--- src/rtl/masked_array_if.sv ---
// Request/response bundle for masked_array: write/read controls in, clear-sweep
// status and read data out.
interface masked_array_if #(
   parameter int s_index = 3,
   parameter int width   = 32,
   parameter int gran    = 8
);
   localparam int nlanes = width / gran;

   logic                read;
   logic                load;
   logic [s_index-1:0]  rindex;
   logic [s_index-1:0]  windex;
   logic [nlanes-1:0]   wmask;
   logic [width-1:0]    datain;
   logic                clear;
   logic                busy;
   logic                done;
   logic [width-1:0]    dataout;

   modport master (
      output read, load, rindex, windex, wmask, datain, clear,
      input  busy, done, dataout
   );

   modport slave (
      input  read, load, rindex, windex, wmask, datain, clear,
      output busy, done, dataout
   );
endinterface

--- src/rtl/masked_array.sv ---
// Flop-based per-set array with lane-masked writes, write-first read bypass,
// optional registered read and a one-set-per-cycle hardware clear sweep.
module masked_array_lane #(
   parameter int gran = 8
) (
   input  logic            en_i,
   input  logic [gran-1:0] old_i,
   input  logic [gran-1:0] new_i,
   output logic [gran-1:0] merged_o
);
   assign merged_o = en_i ? new_i : old_i;
endmodule

module masked_array #(
   parameter int               s_index   = 3,
   parameter int               width     = 32,
   parameter int               gran      = 8,
   parameter int               reg_out   = 0,
   parameter logic [width-1:0] reset_val = '0
) (
   input  logic           clk,
   input  logic           rst_n,
   masked_array_if.slave  bus
);
   localparam int num_sets = 2 ** s_index;
   localparam int nlanes   = width / gran;

   typedef enum logic {IDLE, SWEEP} state_e;

   state_e                        state_q, state_d;
   logic [s_index-1:0]            cnt_q, cnt_d;
   logic                          done_q, done_d;
   logic [num_sets-1:0][width-1:0] data_q;
   logic [width-1:0]              wr_old, wr_merge, rd_val;
   logic                          busy, we;

   assign busy   = (state_q == SWEEP);
   // clear in IDLE takes priority over a same-cycle load
   assign we     = bus.load && !busy && !bus.clear;
   assign wr_old = data_q[bus.windex];

   for (genvar i = 0; i < nlanes; i++) begin : g_lane
      masked_array_lane #(.gran(gran)) u_lane (
         .en_i     (bus.wmask[i]),
         .old_i    (wr_old[i*gran +: gran]),
         .new_i    (bus.datain[i*gran +: gran]),
         .merged_o (wr_merge[i*gran +: gran])
      );
   end

   always_comb begin
      state_d = state_q;
      cnt_d   = cnt_q;
      done_d  = 1'b0;
      case (state_q)
         IDLE: if (bus.clear) begin
            state_d = SWEEP;
            cnt_d   = '0;
         end
         SWEEP: begin
            cnt_d = cnt_q + 1'b1;
            if (&cnt_q) begin
               state_d = IDLE;
               done_d  = 1'b1;
            end
         end
         default: state_d = IDLE;
      endcase
   end

   always_ff @(posedge clk or negedge rst_n) begin
      if (!rst_n) begin
         state_q <= IDLE;
         cnt_q   <= '0;
         done_q  <= 1'b0;
      end else begin
         state_q <= state_d;
         cnt_q   <= cnt_d;
         done_q  <= done_d;
      end
   end

   always_ff @(posedge clk or negedge rst_n) begin
      if (!rst_n)    data_q <= {num_sets{reset_val}};
      else if (busy) data_q[cnt_q] <= reset_val;
      else if (we)   data_q[bus.windex] <= wr_merge;
   end

   // Bypass shows the merge even when a colliding clear drops the write.
   always_comb begin
      rd_val = data_q[bus.rindex];
      if (busy)                                     rd_val = reset_val;
      else if (bus.load && bus.rindex == bus.windex) rd_val = wr_merge;
   end

   if (reg_out != 0) begin : g_reg
      logic [width-1:0] dout_q;
      always_ff @(posedge clk or negedge rst_n) begin
         if (!rst_n)        dout_q <= reset_val;
         else if (bus.read) dout_q <= rd_val;
      end
      assign bus.dataout = dout_q;
   end else begin : g_comb
      assign bus.dataout = rd_val;
   end

   assign bus.busy = busy;
   assign bus.done = done_q;
endmodule

--- src/flat_wrapper.sv ---
// flat-port wrapper written by rule: the top's interface ports become plain ports
module masked_array_flat 
#(
   parameter int               s_index   = 3,
   parameter int               width     = 32,
   parameter int               gran      = 8,
   parameter int               reg_out   = 0,
   parameter logic [width-1:0] reset_val = '0
)
  (clk, rst_n, bus_read, bus_load, bus_rindex, bus_windex, bus_wmask, bus_datain, bus_clear, bus_busy, bus_done, bus_dataout);
  masked_array_if #(.s_index(s_index), .width(width), .gran(gran)) bus_i ();
  input  logic clk;
  input  logic rst_n;
  input wire logic [$bits(bus_i.read)-1:0] bus_read;
  input wire logic [$bits(bus_i.load)-1:0] bus_load;
  input wire logic [$bits(bus_i.rindex)-1:0] bus_rindex;
  input wire logic [$bits(bus_i.windex)-1:0] bus_windex;
  input wire logic [$bits(bus_i.wmask)-1:0] bus_wmask;
  input wire logic [$bits(bus_i.datain)-1:0] bus_datain;
  input wire logic [$bits(bus_i.clear)-1:0] bus_clear;
  output wire logic [$bits(bus_i.busy)-1:0] bus_busy;
  output wire logic [$bits(bus_i.done)-1:0] bus_done;
  output wire logic [$bits(bus_i.dataout)-1:0] bus_dataout;
  assign bus_i.read = bus_read;
  assign bus_i.load = bus_load;
  assign bus_i.rindex = bus_rindex;
  assign bus_i.windex = bus_windex;
  assign bus_i.wmask = bus_wmask;
  assign bus_i.datain = bus_datain;
  assign bus_i.clear = bus_clear;
  assign bus_busy = bus_i.busy;
  assign bus_done = bus_i.done;
  assign bus_dataout = bus_i.dataout;
  masked_array #(.s_index(s_index), .width(width), .gran(gran), .reg_out(reg_out), .reset_val(reset_val)) u_core (.clk(clk), .rst_n(rst_n), .bus(bus_i));
endmodule
--- config.mk ---
export PLATFORM = sky130hd
export DESIGN_NAME = masked_array_flat
export DESIGN_NICKNAME = d
export VERILOG_FILES = /design/src/rtl/masked_array_if.sv /design/src/rtl/masked_array.sv /design/src/flat_wrapper.sv
export SDC_FILE = /design/constraint.sdc
export NUM_CORES = 1
export LEC_CHECK = 0
export ABC_AREA = 0
export CAP_MARGIN = 10
export CORE_MARGIN = 10
export CORE_UTILIZATION = 60
export CTS_BUF_LIST = sky130_fd_sc_hd__clkbuf_4 sky130_fd_sc_hd__clkbuf_8 sky130_fd_sc_hd__clkbuf_16
export DETAILED_ROUTE_END_ITERATION = 7
export PLACE_DENSITY = 0.76
export SLEW_MARGIN = 20
export SYNTH_ARGS = -nofsm -noshare
export SYNTH_HDL_FRONTEND = slang
export SYNTH_HIERARCHICAL = 1
export SYNTH_SLANG_ARGS = --single-unit
--- constraint.sdc ---
create_clock -name clk -period 4.9 [get_ports clk]
set_clock_uncertainty 0.15 [all_clocks]
set_input_delay 1.225 -clock clk [delete_from_list [all_inputs] [get_ports clk]]
set_output_delay 1.225 -clock clk [all_outputs]
set_load 0.01 [all_outputs]
Word-level counts from Yosys, hierarchy flattened
Cells that the tools add are included.
Widths: inputs -> output; s select.
{ "classes": {"addsub": 1, "magnitude_cmp": 5, "n_eq_ne": 2, "mux": 24, "bitwise": 3, "n_reduce_logical": 9} }
{ "op_table": {"columns": ["cell", "n"], "rows": [
  ["$mux 256", 2],
  ["$and 256x256->256", 1],
  ["$bwmux 256", 1],
  ["$not 256->256", 1],
  ["$bmux 32 s3", 2],
  ["$demux 32 s3", 2],
  ["$mux 32", 6],
  ["$mux 8", 4],
  ["$lt 3x4->1 const B", 3],
  ["$ge 3x1->1 const B", 2],
  ["$pmux 3 s2", 1],
  ["$logic_and 1x1->1", 5],
  ["$mux 1", 4],
  ["$add 3x1->3 const B", 1],
  ["$eq 3x3->1", 1],
  ["$mux 3", 1],
  ["$reduce_and 3->1", 1],
  ["$logic_not 1->1", 2],
  ["$ne 2x2->1 const B", 1],
  ["$pmux 1 s2", 1],
  ["$reduce_bool 2->1", 1],
  ["$not 1->1", 1]
]} }
{ "totals": {"reg_bits": 261, "input_bits": 47, "out_inout_bits": 34, "elab_cells": 55} }

Logic depth before layout (Yosys ltp)
{ "depth": {"depth_word": 7, "ltp_mapped": 11, "ltp_nobuf": 7} }

By module
Netlist, hierarchy kept.
{ "by_module_without_submodules": {"columns": ["mod", "n_inst", "cells_each", "area_per_inst_um2", "seq_area_each_um2"], "rows": [
  ["masked_array", 1, 1054, 13609.3, 6531.3],
  ["masked_array_lane", 4, 9, 131.4, 0.0]
]} }

Worst setup path after synthesis
Ideal clock, no wire load.
{ "synth_path": {"kind": "input to output", "startpoint": "input port bus_windex[2]", "endpoint": "output port bus_dataout[14]", "t_arrival_ps": 3143, "required_time_ps": 3525, "slack_ps": 382, "stages": 10, "n_path_buf": 4, "cell_sequence": "buf_2 buf_2 clkbuf_1 mux4_2 nand2_1 nand2_1 mux2_4 buf_1 nor2_1 a211oi_1"} }
{ "synth_via": {"elab_chain_len": 5, "elab_cells_between_ends": 7, "cone_classes": "1 x eq/ne; 5 x mux; 1 x reduce/logical"} }
{ "synth_lines": {"columns": ["item", "line", "text"], "rows": [
  ["start, declared", "flat_wrapper.sv:17", "input wire logic [$bits(bus_i.windex)-1:0] bus_windex;"],
  ["$bmux 32 s3", "masked_array.sv:40", "assign wr_old = data_q[bus.windex];"],
  ["$mux 32 (implied by the code)", "masked_array.sv:40", null],
  ["named net u_core.wr_old[14]", "masked_array.sv:34", "logic [width-1:0] wr_old, wr_merge, rd_val;"],
  ["$mux 8", "masked_array.sv:11", "assign merged_o = en_i ? new_i : old_i;"],
  ["named net u_core.wr_merge[14]", "masked_array.sv:34", null],
  ["$mux 32", "masked_array.sv:93", "else if (bus.load && bus.rindex == bus.windex) rd_val = wr_merge;"],
  ["$mux 32", "masked_array.sv:92", "if (busy) rd_val = reset_val;"],
  ["end, declared", "flat_wrapper.sv:23", "output wire logic [$bits(bus_i.dataout)-1:0] bus_dataout;"]
]} }
The timed path passes the listed nets, and every way through them passes these cells. The select of a mux whose other input is x is not followed.

Final worst setup path
{ "layout_path": {"startpoint": "input port bus_windex[2]", "endpoint": "output port bus_dataout[24]"} }
Same word-level chain as after synthesis.

==> impl_metrics.json <==
{
  "outcome": "complete, no violations",
  "asyncSetResetFlopFracSynth_pct": 100.0,
  "worst_hold_path_type": "reg2reg",
  "irDropWorstVdd_uv": 558.6,
  "setup.worst_path.start_class": "primary input",
  "critical_path.top_delay_family": "buffers and inverters",
  "placed_cell_area_um2": 15870,
  "dpl_worst_slack_ps": -40.50,
  "synth-seq-cells": 261,
  "grt_max_degree": 127,
  "setup-violations-final": 0,
  "final-max-slew-violation-count": 0,
  "power.switching_fraction_pct": 32.33,
  "die_area_um2": 30100,
  "core_area_um2": 23330,
  "post_cts.repair.setup_buffers": 0,
  "timing.critical_path.slowest_cell_delay_ps": 620,
  "compound_gate_portion_of_the_synthesized_area_pct": 21.54,
  "routedWlPerCell_um": 30.48,
  "grt_antenna_before_repair": 0,
  "numPortBuffers": 79,
  "ys_dominant_reg_cell": "dfrtp_1",
  "post_synth_fa_ha_maj_area_fraction_pct": 0.1770,
  "power_switching_mw": 2.164,
  "yosys.area_share.xor_xnor_pct": 0.1859,
  "fillers": 1493,
  "final_period_minus_worst_setup_slack_ps": 4854,
  "grt.overflow.total": 0,
  "share_comb_of_total_power_pct": 24.3,
  "largest_cells_by_area_after_synthesis": "dfrtp_1 46%, a22o_1 16%, mux4_2 15%",
  "drt-vias-per-instance": 7.459,
  "relative_contribution_of_the_clock_network_to_total_power_pct": 36.9,
  "place.gp.congestion": 0.8947,
  "worst-slew-pin-transition_ps": 989.5,
  "layout_commonest_cell": "dfrtp_1",
  "powerDensity_nw_per_um2": 392.7,
  "max_slew_margin_pct": 34.04,
  "internal-power_mw": 4.529,
  "netlist.top_cell.by_area": "dfrtp_1",
  "floorplan.initialDensity_pct": 60.58,
  "dieWidth_um": 173.5,
  "root_buffer": "clkbuf_16",
  "routed-via-count": 11278,
  "drc_errors": 0,
  "drt-pass1-iter-count": 5,
  "cp_data_required_time_ps": 3520,
  "synth.cell_area_um2": 14130,
  "crit_path_frequent_cell": "buf_6",
  "layout_common_cells": "260 x dfrtp_1, 258 x a22o_1, 94 x mux4_2",
  "worstSetupPathType": "in2out",
  "cts_tree": "built",
  "dp.final_hpwl_mm": 26.72,
  "drtAntennaViolNets": 0,
  "area.growth.synth_to_final_pct": 20.56,
  "muxShareOfSynthArea_pct": 23.63,
  "cts_buffers": 29,
  "hold_viol_final": 0,
  "synthDistinctLibCells": 43,
  "drt_first_iter_violations": 1338,
  "timing.critical_path.slowest_stage_cell": "clkdlybuf4s50_1",
  "yosys.area_share.simple_pct": 3.921,
  "finalCoreUtilization_pct": 73.04,
  "seq_power_share_pct": 38.8,
  "top_level_ports": 81,
  "first_global_vias": 11849,
  "fmax_ghz": 0.2060,
  "synth_warnings": 6,
  "route.final.wire_length_mm": 46.08,
  "final_layout_size_suffix_gt1_share_pct": 29.09,
  "postSynthNetCount": 1139,
  "post-route-worst-setup-slack_ps": 46.21,
  "global_route_usage_sum_pct": 30.09,
  "path_clk_slew_ps": 60,
  "htreeDepth": 1,
  "dieHeight_um": 173.5,
  "synth_enable_flop_cells": 0,
  "synth_top_family_by_area": "multiplexers",
  "ordered_list_of_cells_on_the_worst_path": "buf_6 -> buf_6 -> nor2b_1 -> o2bb2ai_1 -> nand2_1 -> o221ai_1 -> mux2_4 -> nor2_1 -> a211oi_1 -> clkdlybuf4s50_1",
  "design_area_um2": 17040,
  "antennaDiodeCount": 0,
  "setup_total_negative_slack_ps": 0,
  "synth_seq_area_share_pct": 46.21,
  "top_area_cell_type_share_of_the_netlist_area_pct": 46.21,
  "leakage_nw": 7.714,
  "worstPathMaxFanout": 15,
  "worst-endpoint-arrival_ps": 3480,
  "layout.nets": 1220,
  "postSynthCellCount": 1090,
  "floorplan.rows": 56,
  "layout_worst_path_cycle_share_pct": 99.06,
  "insertion_delay_ps": 550,
  "synth_area_per_cell_um2": 12.97,
  "setup.worst_path.end_class": "output pin",
  "rsz0062_at_grt": "no",
  "critical_path_buf_inv_count": 3,
  "cts_max_path_bufs": 3,
  "cts.sinks": 261,
  "grt_first_pass_wirelength_mm": 71.40,
  "max_cap_violations": 0
}
## cells in the mapped netlist (all sizes together), types with 3 or more instances
master,number
nor2,54
dfrtp,261
mux4,94
o22a,3
a31oi,4
nor2b,5
mux2,57
nand2b,3
a22o,258
mux2i,46
xnor2,3
buf,53
a211oi,33
clkbuf,85
o221ai,3
o22ai,9
o21ai,5
nand2,49
a21oi,10
a221oi,22
a22oi,11
## path summary, 6_finish.rpt
| check | from | end | slack (ps) | cells past startpoint |
|---|---|---|---|---|
| worst max-delay path | bus_windex[2] | bus_dataout[24] | 50 | 10 |
| worst min-delay path | u_core/data_q[176] | u_core/data_q[176] | 360 | 1 |
| worst max register to register | u_core/bus.busy | u_core/data_q[142] | 1690 | 6 |
| worst min register to register | u_core/data_q[176] | u_core/data_q[176] | 360 | 1 |
| max in group asynchronous | rst_n | u_core/data_q[236] | 2880 | 2 |
| min in group asynchronous | rst_n | u_core/data_q[102] | 610 | 1 |
## worst register-to-register path, cell delays in order (launching register included)
cell     delay [ps]
dfrtp_2         870
buf_4           490
or4b_4          260
nor2_4           50
a31oi_4         710
buf_4           430
a22o_1          200
## power groups by stage
stage | Sequential (mW) | Combinational (mW) | Clock [mW]
after floorplan | 2.50 | 0.903 | 0
after global placement | 2.60 | 1.53 | 0
after detailed placement | 2.62 | 1.56 | 0
after CTS | 2.59 | 1.58 | 2.48
after global routing | 2.62 | 1.68 | 2.57
final | 2.60 | 1.63 | 2.47
## registers in the layout, indices dropped and copies added (netlist names)
signal / flops
u_core/data_q: 256
u_core/cnt_q: 3
u_core/bus.busy: 1
u_core/bus.done: 1
## cell families after synthesis
| kind of cell | count (synthesis) |
|---|---|
| compound gates | 364 |
| buf+inv | 141 |
| mux | 197 |
| simple gates | 122 |
| xor+xnor | 3 |
| fa+ha+maj | 2 |
| flops | 261 |
## stage by stage
stage	hold slack (ps)	total power [mW]	instances
floorplan	325.7	3.400	1090
global placement	344.1	4.137	1458
detailed placement	347.0	4.182	1458
CTS	369.3	6.641	1511
global route	373.4	6.871	1512
finish	364.8	6.693	1512
## per-layer routing
layer / track usage (%) / routed length, um / vias up
met1: 39.79 / 16940 / 5709
met3: 7.820 / 5791 / 183
met4: 12.50 / 1893 / 0
met5: 0 / 0 / -
met2: 46.45 / 21450 / 884
li1: - / - / 4502
## layout make-up
cell class              instances  area (um2)  area share (%)
flip-flops and latches        261        6533           38.33
multi-input cells             688        7177           42.11
well taps                     319       399.1           2.342
inverters                       3       11.26         0.06608
clock inverters                18       279.0           1.637
repair buffers                188        1841           10.80
clock buffers                  35       802.0           4.706
## timing repair
item / 4_1_cts / 5_1_grt
gates resized for setup: 2 / 16
endpoints found under the setup margin: 3 / 17
gates cloned: 0 / 1
hold buffers: 0 / 0
Note: power is estimated with default switching activity, not from simulation.
==> patch 1, RTL diff (same flow settings) <==
Reset style: synchronous (`rst_n`), changed in 3 clocked blocks.
--- a/src/rtl/masked_array.sv
+++ b/src/rtl/masked_array.sv
@@ -70,3 +70,3 @@
 
-   always_ff @(posedge clk or negedge rst_n) begin
+   always_ff @(posedge clk) begin
       if (!rst_n) begin
@@ -82,3 +82,3 @@
 
-   always_ff @(posedge clk or negedge rst_n) begin
+   always_ff @(posedge clk) begin
       if (!rst_n)    data_q <= {num_sets{reset_val}};
@@ -97,3 +97,3 @@
       logic [width-1:0] dout_q;
-      always_ff @(posedge clk or negedge rst_n) begin
+      always_ff @(posedge clk) begin
          if (!rst_n)        dout_q <= reset_val;
Behaviour: not the same (a bounded check fails within 4 cycles, from zero or initial values and one cycle with rst_n low; the reset may be asserted at any time).
==> patch 1 against the original RTL <==
- wire length down 0.39%
- sequential cell count unchanged
- die area up 1.1%
- setup slack better by 0.022 ns
- cell area up 0.16%
- non-clock buffer count up 33
- first-iteration DRC count up 31%
- worst hold slack better by 0.030 ns
- area after synthesis up 1.2%
- sequential share of layout area down 7.7 points
- critical path type unchanged
- highest routed layer unchanged
Power is not compared: it rests on default switching activity, and its combinational part moved more than twofold at a synthesized area within 25%.
==> patch 1: results (changes against the original RTL) <==
* Number of global-route vias before repair at 12600 (+6.2%)
* Seq/Total Area, Yosys at 0.365 (-0.0968)
* 1st-iter DRT viols at 1752 (+31%)
* Routed wl met3 at 4.91 mm (-15%)
* Worst-Skew Late Latency at 0.55 ns (about the same)
* # fillers at 1712 (+15%)
* Largest net degree at the start of global routing at 135 (+6.3%)
* Yosys warns at 6 (unchanged)
* Clock root cell: clkbuf_16
* First-pass GRT wire length at 71.1 mm (-0.40%)
* Via count at 12400 (+9.7%)
* Worst hold path class: reg2reg
* Distinct cells, synth at 49 (+14%)
* Met2 wire len at 21.7 mm (+1.2%)
* Lkg Pwr at 6.05 nW
* Post-Synthesis Cells at 1398 (+28%)
* XOR/XNOR Fraction of Synth Area at 0.00184 (-0.0000220)
* Port bufs at 79 (unchanged)
* VDD IR max at 230 uV
* H-tree depth at 1 (unchanged)
* Placer congestion estimate at 0.917 (+2.5%)
* GR Overflow Total at 0 (unchanged)
* Layout cells sized above 1 at 0.245 (-0.0454)
* Worst-margin pin slew at 0.967 ns (-0.0229 ns)
* Post-synthesis mux area share at 0.218 (-0.0182)
* Drt first pass iters at 6 (+1)
* Psw at 1.22 mW
* Synth top area cells: dfxtp_1 37%, a22oi_1 14%, mux4_2 13%
* Outcome: complete, no violations
* Post-Place Cell Area at 16100 um2 (+1.2%)
* Most frequent cells after synthesis: 271 x a22oi_1, 265 x nor2b_1, 261 x dfxtp_1
* Crit-path max cell delay at 0.53 ns (-0.09 ns)
* Top delay family on crit path: buffers and inverters
* Detailed Place HPWL at 28.4 mm (+6.3%)
* Bufs on Longest Clock Path at 3 (unchanged)
* Synth Area in Compound Gates at 0.204 (-0.0111)
* Antenna Diode Count at 0 (unchanged)
* Antenna violations before repair at 0 (unchanged)
* Most common flop cell mapped by yosys: dfxtp_1
* Place WS at -0.0268 ns (+0.0137 ns)
* Setup bufs post-CTS at 0 (unchanged)
* WP data arrival at 3.46 ns (-0.02 ns)
* Critical Path Slowest Stage Cell: clkdlybuf4s50_1
* Post-Layout Cell Count at 1814 (+20%)
* TritonCTS clock tree: yes
* CTS Buf Count at 29 (unchanged)
* Detailed Route WL at 45.9 mm (-0.39%)
* Area grow syn2layout at 19.3%
* GRT Overall Usage at 0.290 (-0.0111)
* Top Registers: u_core/data_q (256), u_core/cnt_q (3)
* Synth Area in Adders at 0.00175 (-0.0000209)
* Ys async rst share at 0 (-1.00)
* Met1 Wirelength at 17.3 mm (+2.3%)
* Worst-path clk slew at 0.06 ns (about the same)
* Worst Path Max Fanout at 13 (-2)
* Top routing layer in use: met4
* Final-stage net count at 1525 (+25%)
## patch 1: changes by cell type in the layout (fill, tap and decap cells not counted), sizes merged, moves of 9 or more
cell,unedited run,this run
dfxtp,0,261
nor2b,5,265
buf,114,149
dfrtp,261,0
a22oi,11,271
clkbuf,37,46
a22o,258,0
mux4,94,84
nand2,49,35
## patch 1: power by group through the flow
stage	Sequential (mW)	Clock, mW	Combinational [mW]
final	2.16	2.11	0.602
after CTS	2.16	2.12	0.588
after global routing	2.16	2.20	0.628
after global placement	2.20	0	0.579
after floorplan	2.19	0	0.343
after detailed placement	2.20	0	0.584
## patch 1: worst reg2reg max path: cells and delay by family, from the launching register on
family / cells / cell delay [ns]
simple gates: 2 / 0.56
compound gates: 2 / 0.72
flops: 1 / 0.96
buf+inv: 1 / 0.44
## patch 1: worst paths after layout
kind                       end  cells past startpoint  slack (ns)               from
max            bus_dataout[19]                     11        0.07      bus_windex[2]
min          u_core/data_q[94]                      2        0.39  u_core/data_q[94]
max reg2reg  u_core/data_q[54]                      5        2.00    u_core/bus.busy
min reg2reg  u_core/data_q[94]                      2        0.39  u_core/data_q[94]
## patch 1: cell type report
| class | instances | area, um2 | share of cell area |
|---|---|---|---|
| Multi-Input combinational cell | 959 | 8450 | 0.495 |
| Sequential cell | 261 | 5230 | 0.306 |
| Timing Repair Buffer | 221 | 2060 | 0.121 |
| Clock buffer | 46 | 897 | 0.0526 |
| Tap cell | 319 | 399 | 0.0234 |
| Clock inverter | 4 | 27.5 | 0.00161 |
| Inverter | 4 | 15.0 | 0.000880 |
## patch 1: what timing repair did
action,4_1_cts,5_1_grt
setup endpoints to repair,6,17
gates resized for setup,5,18
cloned,0,0
## patch 1: metal layers
layer,global-route usage,up-vias
li1,-,5428
met4,0.130,0
met1,0.362,5964
met2,0.480,800
met5,0,-
met3,0.0505,175
==> patch 2, RTL diff (config.mk and constraints unchanged) <==
Made on the original files. `reg_out` is set to 0 in 2 places; all go to 1.
--- a/src/rtl/masked_array.sv
+++ b/src/rtl/masked_array.sv
@@ -17,3 +17,3 @@
    parameter int               gran      = 8,
-   parameter int               reg_out   = 0,
+   parameter int               reg_out   = 1,
    parameter logic [width-1:0] reset_val = '0
--- a/src/flat_wrapper.sv
+++ b/src/flat_wrapper.sv
@@ -6,3 +6,3 @@
    parameter int               gran      = 8,
-   parameter int               reg_out   = 0,
+   parameter int               reg_out   = 1,
    parameter logic [width-1:0] reset_val = '0
Function: changed (a bounded check fails within 4 cycles, from zero or initial values and one cycle with rst_n low).
==> patch 2 against the original RTL <==
- maximum frequency up 38%
- utilization is 2.9 points lower
- area after synthesis grew 9.2%
- power is 6.1% higher
- sequential share of layout area up 3.1 points
- setup slack better by 1.3 ns
- wire length up 6.1%
- sequential cell count rose by 32
- first-iteration DRC count grew 20%
- cell area grew 3.9%
- worst hold slack lost 0.0022 ns
- critical path type is now in2reg
==> patch 2: results (changes against the original RTL) <==
* Outcome: complete, no violations
* Hold slack at 0.363 ns (-0.00221 ns)
* Layout cells sized above 1 at 0.222 (-0.0688)
* WP data arrival at 3.77 ns (+0.29 ns)
* Post-Synthesis Cells at 1126 (+3.3%)
* Synth top area cells: dfrtp_1 48%, a22o_1 15%, mux4_1 8.7%
* Hold Crit Start: u_core/data_q[109]
* Worst Path Max Fanout at 26 (+11)
* Sink of the worst hold path: u_core/data_q[109]
* Port bufs at 80 (+1.3%)
* Post-Place Cell Area at 16600 um2 (+4.3%)
* Crit-path max cell delay at 0.49 ns (-0.13 ns)
* 1st-iter DRT viols at 1608 (+20%)
* Vias per cell at 7.86 (+5.3%)
* GRT Overall Usage at 0.291 (-0.00971)
* R2R setup slack at 2.14 ns (+0.45 ns)
* Worst R2R Path Depth at 5 (-1)
* Seq/Total Area, Yosys at 0.475 (+0.0130)
* Most frequent cells after synthesis: 293 x dfrtp_1, 264 x a22o_1, 63 x mux2_2
* Lkg Pwr at 8.21 nW (+6.4%)
* Distinct cells, synth at 46 (+7.0%)
* Detailed Route WL at 48.9 mm (+6.1%)
* Critical Path Slowest Stage Cell: buf_2
* CTS Buf Count at 34 (+17%)
* FF+latch area at 7330 um2 (+12%)
* Synth Area in Compound Gates at 0.221 (+0.00521)
* Synth Area in Adders at 0.00162 (-0.000149)
* Final-stage net count at 1196 (-2.0%)
* # fillers at 1683 (+13%)
* Drt wl/cell at 32.6 um (+6.9%)
* Post-synthesis mux area share at 0.221 (-0.0154)
-- patch 2: power groups by stage --
| stage | combinational [mW] | clock, mW | sequential (mW) |
|---|---|---|---|
| 2_1_floorplan | 0.941 | 0 | 2.82 |
| 4_1_cts | 1.58 | 2.60 | 2.88 |
| 3_3_place_gp | 1.54 | 0 | 2.92 |
| 5_1_grt | 1.68 | 2.70 | 2.92 |
| 6_report | 1.62 | 2.58 | 2.89 |
| 3_5_place_dp | 1.57 | 0 | 2.92 |
-- patch 2: metal layers --
metal,part of all wire,GRT usage,vias up
li1,-,-,4606
met1,0.38,0.390,6017
met2,0.45,0.439,982
met3,0.12,0.0843,187
met4,0.045,0.113,2
met5,0.00096,0.0107,-
-- patch 2: cells by family (layout without fill, tap and decap cells) --
logic type,count (synthesis),after routing
fa+ha+maj,2,2
compound gates,396,396
mux,195,195
simple gates,90,90
xor+xnor,3,3
flops,293,293
buf+inv,147,192
-- patch 2: how the worst max path moves through the flow --
| stage | from | endpoint | slack (ns) | cells past startpoint |
|---|---|---|---|---|
| floorplan | bus_windex[2] | u_core/bus.dataout[20] | 1.41 | 8 |
| global placement | bus_windex[1] | u_core/bus.dataout[7] | 1.00 | 6 |
| detailed placement | bus_windex[1] | u_core/bus.dataout[12] | 0.93 | 6 |
| CTS | bus_windex[2] | u_core/bus.dataout[23] | 1.45 | 8 |
| global route | bus_windex[2] | u_core/bus.dataout[23] | 1.30 | 8 |
| finish | bus_windex[2] | u_core/bus.dataout[23] | 1.37 | 8 |
-- patch 2: cell type report --
type,instances,area share
multi-input combinational,686,0.428
sequential,293,0.414
timing repair buffer,128,0.0693
clock buffer,52,0.0606
tap,330,0.0233
clock inverter,8,0.00410
inverter,4,0.000848
